`config.mk`:
```
export PLATFORM = sky130hd
export DESIGN_NAME = hbridge_pwm_flat
export DESIGN_NICKNAME = d
export VERILOG_FILES = /design/src/rtl/hbridge_pwm_pkg.sv /design/src/rtl/hbridge_pwm_if.sv /design/src/rtl/hbridge_pwm_counter.sv /design/src/rtl/hbridge_pwm.sv /design/src/flat_wrapper.sv
export SDC_FILE = /design/constraint.sdc
export NUM_CORES = 1
export LEC_CHECK = 0
export CAP_MARGIN = 40
export CORE_MARGIN = 2
export CORE_UTILIZATION = 50
export CTS_CLUSTER_DIAMETER = 80
export DETAILED_ROUTE_END_ITERATION = 8
export PLACE_DENSITY = 0.75
export SETUP_SLACK_MARGIN = 0.02
export SYNTH_ARGS = -nofsm -noshare
export SYNTH_HDL_FRONTEND = slang
export SYNTH_HIERARCHICAL = 1
export SYNTH_SLANG_ARGS = --single-unit
```
`constraint.sdc`:
```
create_clock -name HBRIDGE_PWM_CLOCK_50 -period 5.39 [get_ports HBRIDGE_PWM_CLOCK_50]
set_clock_uncertainty 0.1 [all_clocks]
set_input_delay 1.078 -clock HBRIDGE_PWM_CLOCK_50 [delete_from_list [all_inputs] [get_ports HBRIDGE_PWM_CLOCK_50]]
set_output_delay 1.078 -clock HBRIDGE_PWM_CLOCK_50 [all_outputs]
set_load 0.02 [all_outputs]
```
`src/rtl/hbridge_pwm_pkg.sv`:
```
// Shared definitions for the H-bridge PWM block: direction codes (also used by the
// direction detector) and the 3-bit FSM state encoding reported on the telemetry bus.
package hbridge_pwm_pkg;

  localparam logic [1:0] CTRL_COAST = 2'b00;
  localparam logic [1:0] CTRL_FWD   = 2'b01;
  localparam logic [1:0] CTRL_REV   = 2'b10;
  localparam logic [1:0] CTRL_BRAKE = 2'b11;

  typedef enum logic [2:0] {
    ST_IDLE  = 3'd0,
    ST_FWD   = 3'd1,
    ST_REV   = 3'd2,
    ST_BRAKE = 3'd3,
    ST_DEAD  = 3'd4
  } state_e;

  // True in the two states where the PWM counter runs and a pin toggles.
  function automatic logic is_drive(state_e s);
    return (s == ST_FWD) || (s == ST_REV);
  endfunction

endpackage

```
`src/rtl/hbridge_pwm_if.sv`:
```
// Command/pin bundle between the wheel controller side (master) and the H-bridge
// PWM block (slave).
interface hbridge_pwm_if
  import hbridge_pwm_pkg::*;
#(
  parameter int N_DATAWIDTH = 17
);

  logic [1:0]             HBRIDGE_PWM_CONTROL_InBus;
  logic [N_DATAWIDTH-1:0] HBRIDGE_PWM_W_InBus;
  logic                   HBRIDGE_PWM_IN1_Out;
  logic                   HBRIDGE_PWM_IN2_Out;
  state_e                 HBRIDGE_PWM_STATE_OutBus;
  logic                   HBRIDGE_PWM_PERIOD_Out;

  modport master (
    output HBRIDGE_PWM_CONTROL_InBus,
    output HBRIDGE_PWM_W_InBus,
    input  HBRIDGE_PWM_IN1_Out,
    input  HBRIDGE_PWM_IN2_Out,
    input  HBRIDGE_PWM_STATE_OutBus,
    input  HBRIDGE_PWM_PERIOD_Out
  );

  modport slave (
    input  HBRIDGE_PWM_CONTROL_InBus,
    input  HBRIDGE_PWM_W_InBus,
    output HBRIDGE_PWM_IN1_Out,
    output HBRIDGE_PWM_IN2_Out,
    output HBRIDGE_PWM_STATE_OutBus,
    output HBRIDGE_PWM_PERIOD_Out
  );

endinterface

```
`src/rtl/hbridge_pwm_counter.sv`:
```
// PWM period counter: counts 0..PERIOD-1 and wraps while enabled; a synchronous
// clear holds it at zero. Flags the terminal count and the zero count.
module hbridge_pwm_counter #(
  parameter int WIDTH  = 12,
  parameter int PERIOD = 2500
) (
  input  logic             clk,
  input  logic             rst_n,
  input  logic             clr,
  input  logic             en,
  output logic [WIDTH-1:0] count,
  output logic             tc,
  output logic             zero
);

  localparam logic [WIDTH-1:0] LAST = WIDTH'(PERIOD - 1);

  // NOTE: registers are written with non-blocking (<=) so every flop samples the
  // pre-edge values of its neighbours; blocking here would create ordering races.
  always_ff @(posedge clk or negedge rst_n) begin
    if (!rst_n) begin
      count <= '0;
    end else if (clr) begin
      count <= '0;
    end else if (en) begin
      count <= tc ? '0 : count + 1'b1;
    end
  end

  assign tc   = (count == LAST);
  assign zero = (count == '0);

endmodule

```
`src/rtl/hbridge_pwm.sv`:
```
// H-bridge PWM driver: direction FSM with dead interval on reversal, duty latched at
// period boundaries, and registered IN1/IN2/PERIOD outputs.
module hbridge_pwm
  import hbridge_pwm_pkg::*;
#(
  parameter int N_DATAWIDTH = 17,
  parameter int PWM_PERIOD  = 2500,
  parameter int DEADTIME    = 50
) (
  input  logic         HBRIDGE_PWM_CLOCK_50,
  input  logic         HBRIDGE_PWM_RESET_InLow,
  hbridge_pwm_if.slave bus
);

  // Duty must be able to hold PWM_PERIOD itself (100 % duty).
  localparam int CW = $clog2(PWM_PERIOD + 1);
  localparam int DW = (DEADTIME > 1) ? $clog2(DEADTIME) : 1;

  localparam logic [N_DATAWIDTH-1:0] PERIOD_W  = N_DATAWIDTH'(PWM_PERIOD);
  localparam logic [CW-1:0]          PERIOD_C  = CW'(PWM_PERIOD);
  localparam logic [DW-1:0]          DEAD_LOAD = DW'(DEADTIME - 1);

  logic clk;
  logic rst_n;
  assign clk   = HBRIDGE_PWM_CLOCK_50;
  assign rst_n = HBRIDGE_PWM_RESET_InLow;

  logic [1:0]             code;
  logic [N_DATAWIDTH-2:0] mag;
  logic                   unused_sign;
  assign code        = bus.HBRIDGE_PWM_CONTROL_InBus;
  assign mag         = bus.HBRIDGE_PWM_W_InBus[N_DATAWIDTH-2:0];
  assign unused_sign = bus.HBRIDGE_PWM_W_InBus[N_DATAWIDTH-1];

  // Magnitudes of a full period or more saturate to constant-high drive.
  logic [CW-1:0] duty_next;
  assign duty_next = ({1'b0, mag} >= PERIOD_W) ? PERIOD_C : CW'(mag);

  state_e        state;
  logic [DW-1:0] dead_cnt;
  logic [CW-1:0] duty_q;
  logic          in1_q;
  logic          in2_q;
  logic          period_q;

  logic [CW-1:0] count;
  logic          tc;
  logic          zero;

  logic   stop_req;
  logic   reverse_req;
  logic   pwm;
  state_e dir_state;
  logic   cnt_clr;
  logic   cnt_en;

  assign stop_req  = (code == CTRL_COAST) || (code == CTRL_BRAKE);
  assign dir_state = (code == CTRL_FWD) ? ST_FWD : ST_REV;

  // A reversal request is only honoured on the last clock of a period so the
  // running pulse is never truncated.
  assign reverse_req = tc &&
                       (((state == ST_FWD) && (code == CTRL_REV)) ||
                        ((state == ST_REV) && (code == CTRL_FWD)));

  assign pwm = (count < duty_q);

  // The counter is cleared in the same edge that leaves FWD/REV, so it already
  // reads 0 on the first non-driving cycle.
  assign cnt_en  = is_drive(state);
  assign cnt_clr = !is_drive(state) || stop_req || reverse_req;

  hbridge_pwm_counter #(
    .WIDTH  (CW),
    .PERIOD (PWM_PERIOD)
  ) u_counter (
    .clk   (clk),
    .rst_n (rst_n),
    .clr   (cnt_clr),
    .en    (cnt_en),
    .count (count),
    .tc    (tc),
    .zero  (zero)
  );

  always_ff @(posedge clk or negedge rst_n) begin
    if (!rst_n) begin
      state    <= ST_IDLE;
      dead_cnt <= '0;
      duty_q   <= '0;
      in1_q    <= 1'b0;
      in2_q    <= 1'b0;
      period_q <= 1'b0;
    end else begin
      // Pins follow the state/counter of the current cycle, one clock later.
      in1_q    <= ((state == ST_FWD) && pwm) || (state == ST_BRAKE);
      in2_q    <= ((state == ST_REV) && pwm) || (state == ST_BRAKE);
      period_q <= is_drive(state) && zero;

      if (code == CTRL_BRAKE) begin
        state <= ST_BRAKE;
      end else if (code == CTRL_COAST) begin
        state <= ST_IDLE;
      end else begin
        unique case (state)
          ST_IDLE, ST_BRAKE: begin
            state  <= dir_state;
            duty_q <= duty_next;
          end
          ST_FWD, ST_REV: begin
            if (tc) begin
              duty_q <= duty_next;
            end
            if (reverse_req) begin
              state    <= ST_DEAD;
              dead_cnt <= DEAD_LOAD;
            end
          end
          ST_DEAD: begin
            if (dead_cnt == '0) begin
              state  <= dir_state;
              duty_q <= duty_next;
            end else begin
              dead_cnt <= dead_cnt - 1'b1;
            end
          end
          default: state <= ST_IDLE;
        endcase
      end
    end
  end

  assign bus.HBRIDGE_PWM_IN1_Out      = in1_q;
  assign bus.HBRIDGE_PWM_IN2_Out      = in2_q;
  assign bus.HBRIDGE_PWM_PERIOD_Out   = period_q;
  assign bus.HBRIDGE_PWM_STATE_OutBus = state;

endmodule

```
`src/flat_wrapper.sv`:
```
// flat-port wrapper written by rule: the top's interface ports become plain ports
module hbridge_pwm_flat import hbridge_pwm_pkg::*;
#(
  parameter int N_DATAWIDTH = 17,
  parameter int PWM_PERIOD  = 2500,
  parameter int DEADTIME    = 50
)
  (HBRIDGE_PWM_CLOCK_50, HBRIDGE_PWM_RESET_InLow, bus_HBRIDGE_PWM_CONTROL_InBus, bus_HBRIDGE_PWM_W_InBus, bus_HBRIDGE_PWM_IN1_Out, bus_HBRIDGE_PWM_IN2_Out, bus_HBRIDGE_PWM_STATE_OutBus, bus_HBRIDGE_PWM_PERIOD_Out);
  hbridge_pwm_if #(.N_DATAWIDTH(N_DATAWIDTH)) bus_i ();
  input  logic HBRIDGE_PWM_CLOCK_50;
  input  logic HBRIDGE_PWM_RESET_InLow;
  input wire logic [$bits(bus_i.HBRIDGE_PWM_CONTROL_InBus)-1:0] bus_HBRIDGE_PWM_CONTROL_InBus;
  input wire logic [$bits(bus_i.HBRIDGE_PWM_W_InBus)-1:0] bus_HBRIDGE_PWM_W_InBus;
  output wire logic [$bits(bus_i.HBRIDGE_PWM_IN1_Out)-1:0] bus_HBRIDGE_PWM_IN1_Out;
  output wire logic [$bits(bus_i.HBRIDGE_PWM_IN2_Out)-1:0] bus_HBRIDGE_PWM_IN2_Out;
  output wire logic [$bits(bus_i.HBRIDGE_PWM_STATE_OutBus)-1:0] bus_HBRIDGE_PWM_STATE_OutBus;
  output wire logic [$bits(bus_i.HBRIDGE_PWM_PERIOD_Out)-1:0] bus_HBRIDGE_PWM_PERIOD_Out;
  assign bus_i.HBRIDGE_PWM_CONTROL_InBus = bus_HBRIDGE_PWM_CONTROL_InBus;
  assign bus_i.HBRIDGE_PWM_W_InBus = bus_HBRIDGE_PWM_W_InBus;
  assign bus_HBRIDGE_PWM_IN1_Out = bus_i.HBRIDGE_PWM_IN1_Out;
  assign bus_HBRIDGE_PWM_IN2_Out = bus_i.HBRIDGE_PWM_IN2_Out;
  assign bus_HBRIDGE_PWM_STATE_OutBus = bus_i.HBRIDGE_PWM_STATE_OutBus;
  assign bus_HBRIDGE_PWM_PERIOD_Out = bus_i.HBRIDGE_PWM_PERIOD_Out;
  hbridge_pwm #(.N_DATAWIDTH(N_DATAWIDTH), .PWM_PERIOD(PWM_PERIOD), .DEADTIME(DEADTIME)) u_core (.HBRIDGE_PWM_CLOCK_50(HBRIDGE_PWM_CLOCK_50), .HBRIDGE_PWM_RESET_InLow(HBRIDGE_PWM_RESET_InLow), .bus(bus_i));
endmodule
```
==> results of run 1 <==
-- metal layers --
metal | wire length [um] | vias to the layer above | global-route usage [%]
met5 | 0 | - | 0
met4 | 74 | 0 | 7.41
met3 | 220 | 9 | 3.73
met2 | 2260 | 62 | 30.7
met1 | 2330 | 920 | 29.5
li1 | - | 961 | -
-- cell type report --
cell class                      count  area (sq um)
Multi-Input combinational cell    184          1360
Fill cell                         394          1880
Tap cell                           54          67.6
Clock buffer                        7          96.3
Sequential cell                    36           901
Timing Repair Buffer               26           258
Inverter                           26          97.6
-- cells in the mapped netlist, drive strengths merged, types with 2 or more instances --
master	count
dfrtp	36
inv	26
nor2	20
ha	19
a21oi	16
nand2	16
o21ai	14
nand3	7
a31o	6
xnor2	6
nand4	5
nor4	5
o31a	5
and2	4
nor3	4
xor2	4
a211oi	3
a21o	3
and3	3
buf	3
mux2i	3
nand3b	3
o21a	3
or2	3
or4	3
and3b	2
nor4b	2
o2111ai	2
o211ai	2
o2bb2ai	2
-- power groups by stage --
stage	clock, mW	sequential, mW	combinational (mW)
2_1_floorplan	0	0.383	0.290
3_3_place_gp	0	0.389	0.402
3_5_place_dp	0	0.392	0.413
4_1_cts	0.212	0.386	0.416
5_1_grt	0.223	0.397	0.458
6_report	0.204	0.387	0.416
-- cell families after synthesis --
logic type,Yosys count
AOI/OAI and AO/OA,67
xor gates and xnor gates,10
adders and majority gates,19
buffers and inverters,29
DFF,36
muxes,3
and+or+nand+nor,85
-- critical path, cell delays in order --
cell	delay (ns)
clkdlybuf4s50_1	0.51
inv_1	0.08
ha_1	0.22
a21oi_1	0.13
mux2i_1	0.12
nor2_1	0.12
nand2_1	0.12
or2b_2	0.32
a41oi_1	0.54
o21ai_0	0.23
nand2_1	0.12
-- flip-flops by register name (all words and copies together) (netlist names) --
signal	cells
u_core/u_counter/count	12
u_core/bus.HBRIDGE_PWM_IN2_Out	1
u_core/bus.HBRIDGE_PWM_STATE_OutBus	3
u_core/bus.HBRIDGE_PWM_IN1_Out	1
u_core/dead_cnt	6
u_core/bus.HBRIDGE_PWM_PERIOD_Out	1
u_core/duty_q	12
-- stage by stage --
step	hold WS, ns	power, mW	cells	setup WS [ns]	cell area [sq um]
after floorplan	0.353	0.673	249	2.63	2370
after global placement	0.416	0.790	326	1.75	2680
after detailed placement	0.417	0.805	326	1.68	2680
after CTS	0.427	1.01	333	1.97	2780
after global routing	0.454	1.08	333	1.68	2780
final	0.435	1.01	333	1.92	2780
-- path summary, 6_finish.rpt --
check | slack, ns | depth (start not counted) | startpoint | endpoint
setup / recovery | 1.92 | 11 | bus_HBRIDGE_PWM_CONTROL_InBus[1] | u_core/u_counter/count[9]
hold / removal | 0.44 | 1 | u_core/dead_cnt[0] | u_core/dead_cnt[0]
max in group asynchronous | 3.76 | 2 | HBRIDGE_PWM_RESET_InLow | u_core/bus.HBRIDGE_PWM_IN2_Out
min in group asynchronous | 1.10 | 2 | HBRIDGE_PWM_RESET_InLow | u_core/dead_cnt[1]
setup reg to reg | 2.28 | 10 | u_core/u_counter/count[4] | u_core/u_counter/count[7]
hold reg to reg | 0.44 | 1 | u_core/dead_cnt[0] | u_core/dead_cnt[0]
==> results.toml, run 1 <==
[status]
outcome = "completed"

[sta]
finalHoldViolCount = 0
worstMarginPinSlew_ns = 0.674
tns_ns = 0
max_freq_mhz = 288
fin_crit_ns = 3.47
slew_headroom_pct = 54.4
rsz0062_at_grt = "no"
drv_slew = 0
fin_crit_sh_pct = 64.4
setup_viol = 0

[worst_setup_path]
cp.required_ns = 5.51
start_kind = "input port"
crit_type = "input port to register"
endpoint_kind = "register"
cp.arrival_ns = 3.59
cp_max_fo = 7

[pwr]
seq_power_share_pct = 38.4
clock_power_share_pct = 20.3
p_comb_share_pct = 41.3
swShare_pct = 39.3
p_switching_uw = 396
ir_worst_vdd_mv = 0.136
power_leakage_nw = 1.24
power.density_nw_per_um2 = 362
intPower_uw = 611

[route]
ant_nets = 0
vias_per_cell = 5.86
wirelength_mm = 4.88
drc_errors = 0
wl_per_cell_um = 14.6
vias = 1952
firstDrtPassIters = 5
drtIter0Drc = 131

[logic_synthesis]
ys.flop_type = "dfrtp_1"
synth_nets = 289
synthXorXnorAreaFrac_pct = 3.69
async_reset_ff_share_pct = 100
synth.area.mux_share_pct = 1.27
synth.avg_cell_area_sq_um = 9.53
yosysSeqAreaShare_pct = 38.0
netlist.area_leader.share_pct = 38.0
synth_area_sq_um = 2370
synthCells = 249
ys_ff_latch = 36
yosys.area.top_type = "dfrtp_1"
yosys.area_share.simple_pct = 20.8
synth_compound_area_share_pct = 21.5
synthAdderAreaFrac_pct = 10.0
ys_top_cells_by_area = "dfrtp_1 (38%), ha_1 (10%), inv_1 (4.1%), a21oi_1 (3.4%), nor2_1 (2.8%)"
yosys_warnings = 6
synth_cell_types = 62
synth_top_family_by_area = "compound AO/OA/AOI/OAI gates"
synth_edf_count = 0

[cts]
cts_setup_buffers = 0
cts_root_buffer = "clkbuf_8"
cts_buffer_depth = 2
path_clk_slew_ns = 0.07
tritoncts = "done"
cts_buffers = 5
cts_sinks = 36
cts_hold_buf = 0
cts_resized = 0
clk_latency_ns = 0.29
htree_num_levels = 2

[die]
die_w_um = 72.9
ios = 27
core_area_sq_um = 4660
die_area_sq_um = 5310
initial_core_util_pct = 50.9
fp-row-count = 25
die_h_um = 72.9

[finish]
final_util_pct = 59.6
layout_common_cells = "dfrtp_1 (36), inv_1 (26), clkdlybuf4s50_1 (25), ha_1 (19), nor2_1 (18)"
drive_above_1_share_pct = 10.4
diodes = 0
syn2layout_area_growth_pct = 17.1
final_common_cell = "dfrtp_1"
layout.nets = 319

[placement]
place_hpwl_mm = 3.58
portBuffers = 25
globalplace.congestion = 0.814

[grt]
grt_max_degree = 37
grt_usage_pct = 20.4
grt_pass1_wl_mm = 8.37
antenna_found_initial = 0
first_global_vias = 1752
overflow = 0

[worst_hold_path]
hold_class = "register to register"

[run]
maxCapViolCount = 0
Note: power is estimated with default switching activity, not from simulation.
==> run 2: changes to the inputs <==
==> constraint.sdc (replaced) <==
create_clock -name HBRIDGE_PWM_CLOCK_50 -period 3.63 [get_ports HBRIDGE_PWM_CLOCK_50]
set_clock_uncertainty 0.1 [all_clocks]
set_input_delay 0.726 -clock HBRIDGE_PWM_CLOCK_50 [delete_from_list [all_inputs] [get_ports HBRIDGE_PWM_CLOCK_50]]
set_output_delay 0.726 -clock HBRIDGE_PWM_CLOCK_50 [all_outputs]
set_load 0.02 [all_outputs]
==> run 2 against run 1 <==
Net effect: routed wire length increased by 3.7%; combinational power grew 51%; sequential cell count is the same; highest routed layer unchanged; global-route usage increased by 0.76 points; via count grew 0.82%; cell count increased by 0.60%; non-clock buffer count up 2; sequential power rose by 48%; count of clock-buffer cells in the layout decreased by 1.
==> results.toml, run 2 (synthesized netlist as in run 1, its figures left out) <==
[status]
outcome = "completed"

[cts]
cts_resized = 0
htree_num_levels = 2
clk_latency_ns = 0.28
cts_buffers = 5
cts_buffer_depth = 2
cts_hold_buf = 0
cts_sinks = 36
cts_root_buffer = "clkbuf_8"
path_clk_slew_ns = 0.07
cts_setup_buffers = 0
tritoncts = "done"

[worst_setup_path]
cp_top_family = "simple AND/OR/NAND/NOR gates"
cp_slowest_stage_delay_ns = 0.58
start_kind = "register"
slowest_stage = "or4_4"
cp_cell_sequence = "or4_4 -> nor4b_4 -> a21oi_1 -> mux2i_1 -> nor2_1 -> nand2_1 -> nor2_1 -> nor4b_1 -> xnor2_1 -> nor2_1"
cp_max_fo = 7
path_buf_inv = 0
cp.arrival_ns = 3.04
endpoint_kind = "register"
cp.required_ns = 3.71
crit_type = "register to register"
cpMostUsedCell = "nor2_1"

[sta]
drv_slew = 0
whs_ns = 0.424
worstMarginPinSlew_ns = 0.558
tns_ns = 0
finalHoldViolCount = 0
rsz0062_at_grt = "no"
max_freq_mhz = 337
setup_viol = 0
slew_headroom_pct = 62.5
fin_crit_sh_pct = 81.6
fin_crit_ns = 2.96

[finish]
diodes = 0
layout.nets = 321
final_cells = 335
biggestRegsByFlops = "u_core/duty_q (12), u_core/u_counter/count (12), u_core/dead_cnt (6)"
layout_common_cells = "dfrtp_1 (36), inv_1 (26), clkdlybuf4s50_1 (25), ha_1 (19), nor2_1 (18)"
syn2layout_area_growth_pct = 17.0
final_util_pct = 59.5
final_area_sq_um = 2780
drive_above_1_share_pct = 10.7
final_common_cell = "dfrtp_1"

[pwr]
swShare_pct = 40.5
ir_worst_vdd_mv = 0.260
power_leakage_nw = 1.24
power.density_nw_per_um2 = 529
p_switching_uw = 595
seq_power_share_pct = 39.1
p_comb_share_pct = 42.7
intPower_uw = 874
clock_power_share_pct = 18.2

[route]
drc_errors = 0
wl_per_cell_um = 15.1
vias = 1968
wl_met3_um = 191
highest_layer = "met4"
wirelength_mm = 5.06
wl_met2_mm = 2.47
drtIter0Drc = 147
vias_per_cell = 5.87
wl_met1_mm = 2.34
firstDrtPassIters = 4
ant_nets = 0

[grt]
grt_usage_pct = 21.2
first_global_vias = 1825
grt_max_degree = 37
overflow = 0
grt_pass1_wl_mm = 8.66
antenna_found_initial = 0

[placement]
place_hpwl_mm = 3.75
globalplace.congestion = 0.819
dp_cells = 328
place_area_sq_um = 2700
portBuffers = 25

[die]
initial_core_util_pct = 50.9
die_h_um = 72.9
die_area_sq_um = 5310
ios = 27
die_w_um = 72.9
core_area_sq_um = 4660
fp-row-count = 25

[run]
maxCapViolCount = 0

[worst_hold_path]
hold_class = "register to register"
## run 2: cell count changes in the layout (fill, tap and decap cells not counted), sizes merged
cell    previous run  this run
buf                1         3
clkbuf             7         6
clkinv             0         1
## run 2: routing by layer
| layer | up-vias | global-route usage [%] |
|---|---|---|
| met5 | - | 0 |
| met4 | 0 | 6.79 |
| met3 | 6 | 4.70 |
| met2 | 50 | 34.2 |
| met1 | 949 | 28.3 |
| li1 | 963 | - |
## run 2: final timing paths
path	end	from	slack [ns]	depth (start not counted)
setup / recovery	u_core/u_counter/count[7]	u_core/u_counter/count[4]	0.67	10
hold / removal	u_core/dead_cnt[0]	u_core/dead_cnt[0]	0.42	1
setup reg to reg	u_core/u_counter/count[7]	u_core/u_counter/count[4]	0.67	10
hold reg to reg	u_core/dead_cnt[0]	u_core/dead_cnt[0]	0.42	1
max in group asynchronous	u_core/bus.HBRIDGE_PWM_IN1_Out	HBRIDGE_PWM_RESET_InLow	2.35	2
min in group asynchronous	u_core/duty_q[0]	HBRIDGE_PWM_RESET_InLow	0.75	2
## run 2: metrics by stage
stage                     setup slack, ns  total power, mW
after floorplan                     0.886            0.999
after global placement              0.611             1.18
after detailed placement            0.561             1.20
after CTS                           0.675             1.47
after global routing                0.413             1.58
final                               0.666             1.47
## run 2: final cells by class
type                       count  area (sq um)
inverter                      26          97.6
fill                         405          1890
multi-input combinational    184          1360
timing repair buffer          28           273
tap                           54          67.6
clock inverter                 1          5.00
sequential                    36           901
clock buffer                   6          72.6
## run 2: power groups by stage
stage	Sequential [mW]	Clock, mW	Combinational (mW)
floorplan	0.568	0	0.430
global placement	0.578	0	0.602
detailed placement	0.582	0	0.617
CTS	0.573	0.277	0.622
global route	0.590	0.295	0.693
finish	0.574	0.267	0.628
## run 2: worst reg2reg max path: stages, from the launching register on
cell,delay (ns)
dfrtp_1,0.46
or4_4,0.58
nor4b_4,0.32
a21oi_1,0.11
mux2i_1,0.25
nor2_1,0.07
nand2_1,0.16
nor2_1,0.16
nor4b_1,0.43
xnor2_1,0.17
nor2_1,0.05
